<file path="config.mk">
export PLATFORM = sky130hd
export DESIGN_NAME = f2_seq_ctrl
export DESIGN_NICKNAME = d
export VERILOG_FILES = /design/src/rtl/f2_seq_ctrl.sv
export SDC_FILE = /design/constraint.sdc
export NUM_CORES = 1
export LEC_CHECK = 0
export BUFFER_PORTS_ARGS = -buffer_cell sky130_fd_sc_hd__buf_2
export CORE_AREA = 2 2 104 106
export DETAILED_ROUTE_END_ITERATION = 10
export DIE_AREA = 0 0 106 108
export PLACE_DENSITY = 0.62
export SLEW_MARGIN = 20
export SYNTH_ARGS = -nofsm -noshare
export SYNTH_HDL_FRONTEND = slang
export SYNTH_SLANG_ARGS = --single-unit
</file>
<file path="constraint.sdc">
create_clock -name clk -period 4.35 [get_ports clk]
set_input_delay 1.305 -clock clk [delete_from_list [all_inputs] [get_ports clk]]
set_output_delay 1.305 -clock clk [all_outputs]
set_load 0.01 [all_outputs]
</file>
<file path="src/rtl/f2_seq_ctrl.sv">
// rtl/f2_seq_ctrl.sv - f2 feature-map RAM sequencer: pool1 fill addressing, conv2 KxK window reads.
// Data bypasses this block; it only produces RAM addresses, enables and latency-aligned read flags.
module f2_seq_ctrl #(
   parameter int MAP_W  = 14,
   parameter int MAP_H  = 14,
   parameter int K      = 5,
   parameter int AW     = 10,
   parameter int RD_LAT = 2
) (
   input  logic          clk,
   input  logic          rst,
   input  logic          pool_valid,
   input  logic          conv_start,
   output logic          f2_wr_en,
   output logic [AW-1:0] f2_waddr,
   output logic [AW-1:0] f2_raddr,
   output logic          rd_valid,
   output logic          rd_win_first,
   output logic          rd_win_last,
   output logic          map_ready,
   output logic          busy,
   output logic          done,
   output logic          ovf_err
);

   localparam int NPIX = MAP_W * MAP_H;
   localparam int OXN  = MAP_W - K + 1;
   localparam int OYN  = MAP_H - K + 1;
   localparam int WCW  = $clog2(NPIX + 1);
   localparam int KW   = (K > 1)   ? $clog2(K)   : 1;
   localparam int OXW  = (OXN > 1) ? $clog2(OXN) : 1;
   localparam int OYW  = (OYN > 1) ? $clog2(OYN) : 1;
   localparam int DW   = $clog2(RD_LAT + 1);

   if (NPIX > (1 << AW)) begin : g_aw_check
      $error("f2_seq_ctrl: MAP_W*MAP_H exceeds 2**AW");
   end

   typedef enum logic [2:0] {
      S_FILL,
      S_FULL,
      S_READ,
      S_DRAIN,
      S_DONE
   } state_t;

   state_t          state;
   logic [WCW-1:0]  wcnt;
   logic [KW-1:0]   kx;
   logic [KW-1:0]   ky;
   logic [OXW-1:0]  ox;
   logic [OYW-1:0]  oy;
   logic [AW-1:0]   win_base;
   logic [AW-1:0]   row_base;
   logic [DW-1:0]   dcnt;
   logic [RD_LAT:0] pipe_v;
   logic [RD_LAT:0] pipe_f;
   logic [RD_LAT:0] pipe_l;
   logic            done_r;
   logic            ovf_r;

   logic issue;
   logic tap_first;
   logic tap_last;

   assign issue     = (state == S_READ);
   assign tap_first = (kx == '0) && (ky == '0);
   assign tap_last  = (kx == KW'(K - 1)) && (ky == KW'(K - 1));

   assign f2_wr_en     = pool_valid && (state == S_FILL);
   assign f2_waddr     = AW'(wcnt);
   assign map_ready    = (state == S_FULL);
   assign busy         = (state == S_READ) || (state == S_DRAIN);
   assign done         = done_r;
   assign ovf_err      = ovf_r;
   assign rd_valid     = pipe_v[RD_LAT];
   assign rd_win_first = pipe_f[RD_LAT];
   assign rd_win_last  = pipe_l[RD_LAT];

   // Stage 0 of the flag chain lines up with f2_raddr; stage RD_LAT lines up with RAM data.
   always_ff @(posedge clk or posedge rst) begin
      if (rst) begin
         state    <= S_FILL;
         wcnt     <= '0;
         kx       <= '0;
         ky       <= '0;
         ox       <= '0;
         oy       <= '0;
         win_base <= '0;
         row_base <= '0;
         dcnt     <= '0;
         pipe_v   <= '0;
         pipe_f   <= '0;
         pipe_l   <= '0;
         f2_raddr <= '0;
         done_r   <= 1'b0;
         ovf_r    <= 1'b0;
      end else begin
         pipe_v <= {pipe_v[RD_LAT-1:0], issue};
         pipe_f <= {pipe_f[RD_LAT-1:0], issue && tap_first};
         pipe_l <= {pipe_l[RD_LAT-1:0], issue && tap_last};
         done_r <= 1'b0;
         if (pool_valid && (state != S_FILL)) begin
            ovf_r <= 1'b1;
         end
         case (state)
            S_FILL: begin
               if (pool_valid) begin
                  wcnt <= wcnt + WCW'(1);
                  if (wcnt == WCW'(NPIX - 1)) begin
                     state <= S_FULL;
                  end
               end
            end
            S_FULL: begin
               if (conv_start) begin
                  state    <= S_READ;
                  kx       <= '0;
                  ky       <= '0;
                  ox       <= '0;
                  oy       <= '0;
                  win_base <= '0;
                  row_base <= '0;
               end
            end
            S_READ: begin
               f2_raddr <= row_base + AW'(kx);
               // win_base tracks the window origin, row_base the current kernel row start.
               if (kx != KW'(K - 1)) begin
                  kx <= kx + KW'(1);
               end else begin
                  kx <= '0;
                  if (ky != KW'(K - 1)) begin
                     ky       <= ky + KW'(1);
                     row_base <= row_base + AW'(MAP_W);
                  end else begin
                     ky <= '0;
                     if (ox != OXW'(OXN - 1)) begin
                        ox       <= ox + OXW'(1);
                        win_base <= win_base + AW'(1);
                        row_base <= win_base + AW'(1);
                     end else begin
                        ox <= '0;
                        if (oy != OYW'(OYN - 1)) begin
                           // last window of a row to first of the next: +MAP_W-(MAP_W-K)
                           oy       <= oy + OYW'(1);
                           win_base <= win_base + AW'(K);
                           row_base <= win_base + AW'(K);
                        end else begin
                           state <= S_DRAIN;
                           dcnt  <= '0;
                        end
                     end
                  end
               end
            end
            S_DRAIN: begin
               if (dcnt == DW'(RD_LAT - 1)) begin
                  state <= S_DONE;
                  dcnt  <= '0;
               end else begin
                  dcnt <= dcnt + DW'(1);
               end
            end
            S_DONE: begin
               done_r <= 1'b1;
               wcnt   <= '0;
               state  <= S_FILL;
            end
            default: state <= S_FILL;
         endcase
      end
   end

endmodule

</file>
# [Word level (Yosys, flattened, before mapping)]
# Index checks and enable logic that the tools add are counted.
# W data, S select, Z words.
[totals] reg_bits=68 in_bits=4 out_inout_bits=28 word_cells=114
[classes] addsub=10 n_eq_ne=23 n_mux=43 reduce_logical=23
[ops] op="$mux W10" n=7
[ops] op="$pmux W10 S2" n=2
[ops] op="$mux W3" n=12
[ops] op="$mux W4" n=8
[ops] op="$pmux W4 S2" n=2
[ops] op="$pmux W8 S2" n=1
[ops] op="$ne A2 B2 Y1 const B" n=6
[ops] op="$pmux W3 S2" n=2
[ops] op="$pmux W3 S4" n=1
[ops] op="$add A10 B1 Y10 const B" n=1
[ops] op="$add A10 B3 Y10" n=1
[ops] op="$add A10 B3 Y10 const B" n=1
[ops] op="$add A10 B4 Y10 const B" n=1
[ops] op="$mux W2" n=5
[ops] op="$reduce_and A5 Y1" n=2
[ops] op="$eq A3 B3 Y1 const B" n=3
[ops] op="$logic_not A3 Y1" n=3
[ops] op="$add A4 B1 Y4 const B" n=2
[ops] op="$add A8 B1 Y8 const B" n=1
[ops] op="$eq A8 B8 Y1 const B" n=1
[ops] op="$mux W8" n=1
[ops] op="$ne A4 B4 Y1 const B" n=2
[ops] op="$reduce_and A4 Y1" n=2
[ops] op="$reduce_and A8 Y1" n=1
[ops] op="18 further kinds" n=31

# [Depth between registers and ports, before layout]
[depth] depth_word=6 depth_mapped=10 ltp_nobuf=10

# [Worst setup path before layout]
# OpenSTA, ideal clock, no wires.
[synth_path] path_type="input port to output port" startpoint="input pool_valid" endpoint="output f2_wr_en" arrival_time_ps=1855 required_ps=3045 path_slack_ps=1190 path_stages=2 path_buffers=0 path_cell_list="or4b_4 -> inv_2"
[synth_between] elab_chain_cells=1
[synth_lines] item="start: declaration" line="12" text="input logic pool_valid,"
[synth_lines] item="$logic_and A1 B1 Y1" line="70" text="assign f2_wr_en = pool_valid && (state == S_FILL);"
[synth_lines] item="end: declaration" line="14" text="output logic f2_wr_en,"
# Every way passes these cells.

# [Worst setup path in the final report]
# Same ends and word-level chain as after synthesis.

==> impl_metrics.ini <==
[die]
start_util_pct = 35.8
die_h_um = 108
io-pin-count = 32
dieArea_sq_um = 11400
die_w_um = 106
core_sq_um = 10200
num_rows = 37

[critical_path]
critPathMaxFanout = 11
critPathLaunchType = input pin
crit_path_max_incr_delay_ns = 0.53
crit_arrival_ns = 2.15
required_ns = 3.04
critPathBufInv = 3
critPathKind = in2out
cpMostUsedCell = buf_2
slowest_stage = or4b_4
critPathCaptureType = output pin
path_cells = buf_2 > or4b_4 > inv_2 > buf_2
cp_top_family = simple AND/OR/NAND/NOR gates

[final_layout]
nFillCells = 1034
num_antenna_cells = 0
final_nets = 442
final_common_cell = dfrtp_1
final_cell_mix = 68 x dfrtp_1, 54 x nand2_1, 49 x o21ai_0, 29 x buf_2, 23 x nor2_1
syn_to_final_growth_pct = 11.8
drive_above_1_share_pct = 13.1

[global_route]
grt_pass1_vias = 2693
overflow = 0
grt_pass1_wl_um = 13400
grt_max_degree = 46
antenna_found_initial = 0
grt.total_usage_pct = 14.9

[yosys]
ys_types = 55
yosysSeqAreaShare_pct = 46.5
synth_enable_flop_cells = 0
avgSynthCellArea_sq_um = 9.15
async_reset_ff_share_pct = 100
synth_flop_cell = dfrtp_1
ys_seq_elements = 68
syn-cell-area_sq_um = 3660
synthCells = 400
yosys_warnings = 0

[sta]
setup_viol = 0
skew_ns = 0.00771
worstMarginPinSlew_ns = 0.681
final_max_slew_viol_count = 0
fin_crit_ns = 3.46
holdWs_ns = 0.350
relSlewSlack_pct = 54.6
fin_crit_sh_pct = 79.4
fin_setup_tns_ns = 0
fmax_ghz = 0.289
rsz0062_at_grt = false
hold_viol_final = 0

[placement]
gp_congestion = 0.825
place_hpwl_um = 5400
io_buffers = 29

[detailed_routing]
highest_layer = met4
ant_nets = 0
route.met2.wl_um = 3490
dr.first_iter.drc_count = 212
post_drt_wl_per_cell_um = 13.8
wl_met3_um = 325
vias = 2942
drc_errors = 0
drt-vias-per-instance = 5.23
dr.pass1.iters = 5
met1_length_um = 3840
wl_um = 7770

[clocking]
cts_setup_buffers = 0
clk_path_buf_depth = 2
postCtsHoldBufs = 0
htree_levels = 3
cts.repair.resized = 0
numCtsBuffers = 9
clock-root-buffer = clkbuf_8
cts_tree = done
clock-sinks = 68
clk_pin_slew_worst_paths_ns = 0.07
clock_latency_ns = 0.34

[worst_hold_path]
hp-class = reg2reg

[job]
timing.max_cap.violations = 0

[power_and_ir_drop]
p_per_area_nw_per_um2 = 291
vdd_drop_max_mv = 0.129
cellLeakagePower_nw = 1.84

[status]
status = finished clean
registers in the layout, summed over array words and instances, names as in the netlist:
name      flops
f2_raddr     10
row_base     10
win_base     10
wcnt          8
ox            4
oy            4
kx            3
ky            3
pipe_f        3
pipe_l        3
pipe_v        3
state         3
dcnt          2
done          1
ovf_err       1
Yosys cell counts, types with 6 or more instances:
master / count / area, sq um
a21o_1: 6 / 45.0
a21oi_1: 19 / 95.1
a31oi_1: 6 / 37.5
clkbuf_1: 13 / 48.8
dfrtp_1: 68 / 1700
ha_1: 15 / 188
inv_1: 18 / 67.6
nand2_1: 54 / 203
nand3_1: 21 / 105
nor2_1: 23 / 86.3
nor3_1: 13 / 65.1
o21ai_0: 49 / 245
o21ai_1: 6 / 30.0
o31ai_1: 7 / 52.6
xnor2_1: 11 / 96.3
xor2_1: 8 / 70.1
kinds of logic (layout without fill, tap and decap cells):
| kind of cell | count (synthesis) | in the layout | share of synthesized area (%) |
|---|---|---|---|
| compound gates | 114 | 114 | 19.4 |
| mux | 1 | 1 | 0.274 |
| buf+inv | 40 | 66 | 4.82 |
| simple gates | 141 | 141 | 18.7 |
| other cells | 1 | 2 | 0.102 |
| xor+xnor | 19 | 19 | 4.55 |
| fa+ha+maj | 16 | 16 | 5.68 |
| flops | 68 | 68 | 46.5 |
stage by stage:
stage	instance area [sq um]	total power, mW	std cells	worst slack (ns)	util (%)
after global placement	3890	0.672	547	0.901	38.0
final	4090	1.19	563	0.894	40.0
after detailed placement	3890	0.672	547	0.889	38.0
after CTS	4090	1.21	563	0.889	40.0
after floorplan	3660	0.663	401	1.19	-
after global routing	4090	1.24	563	0.842	40.0
per-layer routing:
metal | vias up | GRT usage [%]
met1 | 1407 | 20.8
met3 | 8 | 3.13
met2 | 67 | 22.7
li1 | 1460 | -
met4 | 0 | 5.92
met5 | - | 0
final timing paths:
kind | startpoint | endpoint | slack (ns) | cells past startpoint
min in group asynchronous | rst | f2_raddr[1] | 0.98 | 2
worst min-delay path | pipe_f[0] | pipe_f[1] | 0.35 | 0
worst max-delay path | pool_valid | f2_wr_en | 0.89 | 4
worst max register to register | state[2] | oy[3] | 1.74 | 6
worst min register to register | pipe_f[0] | pipe_f[1] | 0.35 | 0
max in group asynchronous | rst | ovf_err | 2.42 | 3
cell type report:
class	count	area [sq um]	share of cell area, %
flip-flops and latches	68	1700	41.6
clock buffers	12	155	3.79
clock inverters	4	47.5	1.16
repair buffers	31	160	3.91
multi-input cells	293	1790	43.6
inverters	19	71.3	1.74
well taps	136	170	4.16
power by group:
part           internal [mW]  switching (mW)  total (mW)
combinational        0.00475          0.0167      0.0214
clock                  0.294           0.240       0.534
sequential             0.634         0.00296       0.637
No activity file was read; power rests on OpenSTA's default activity.
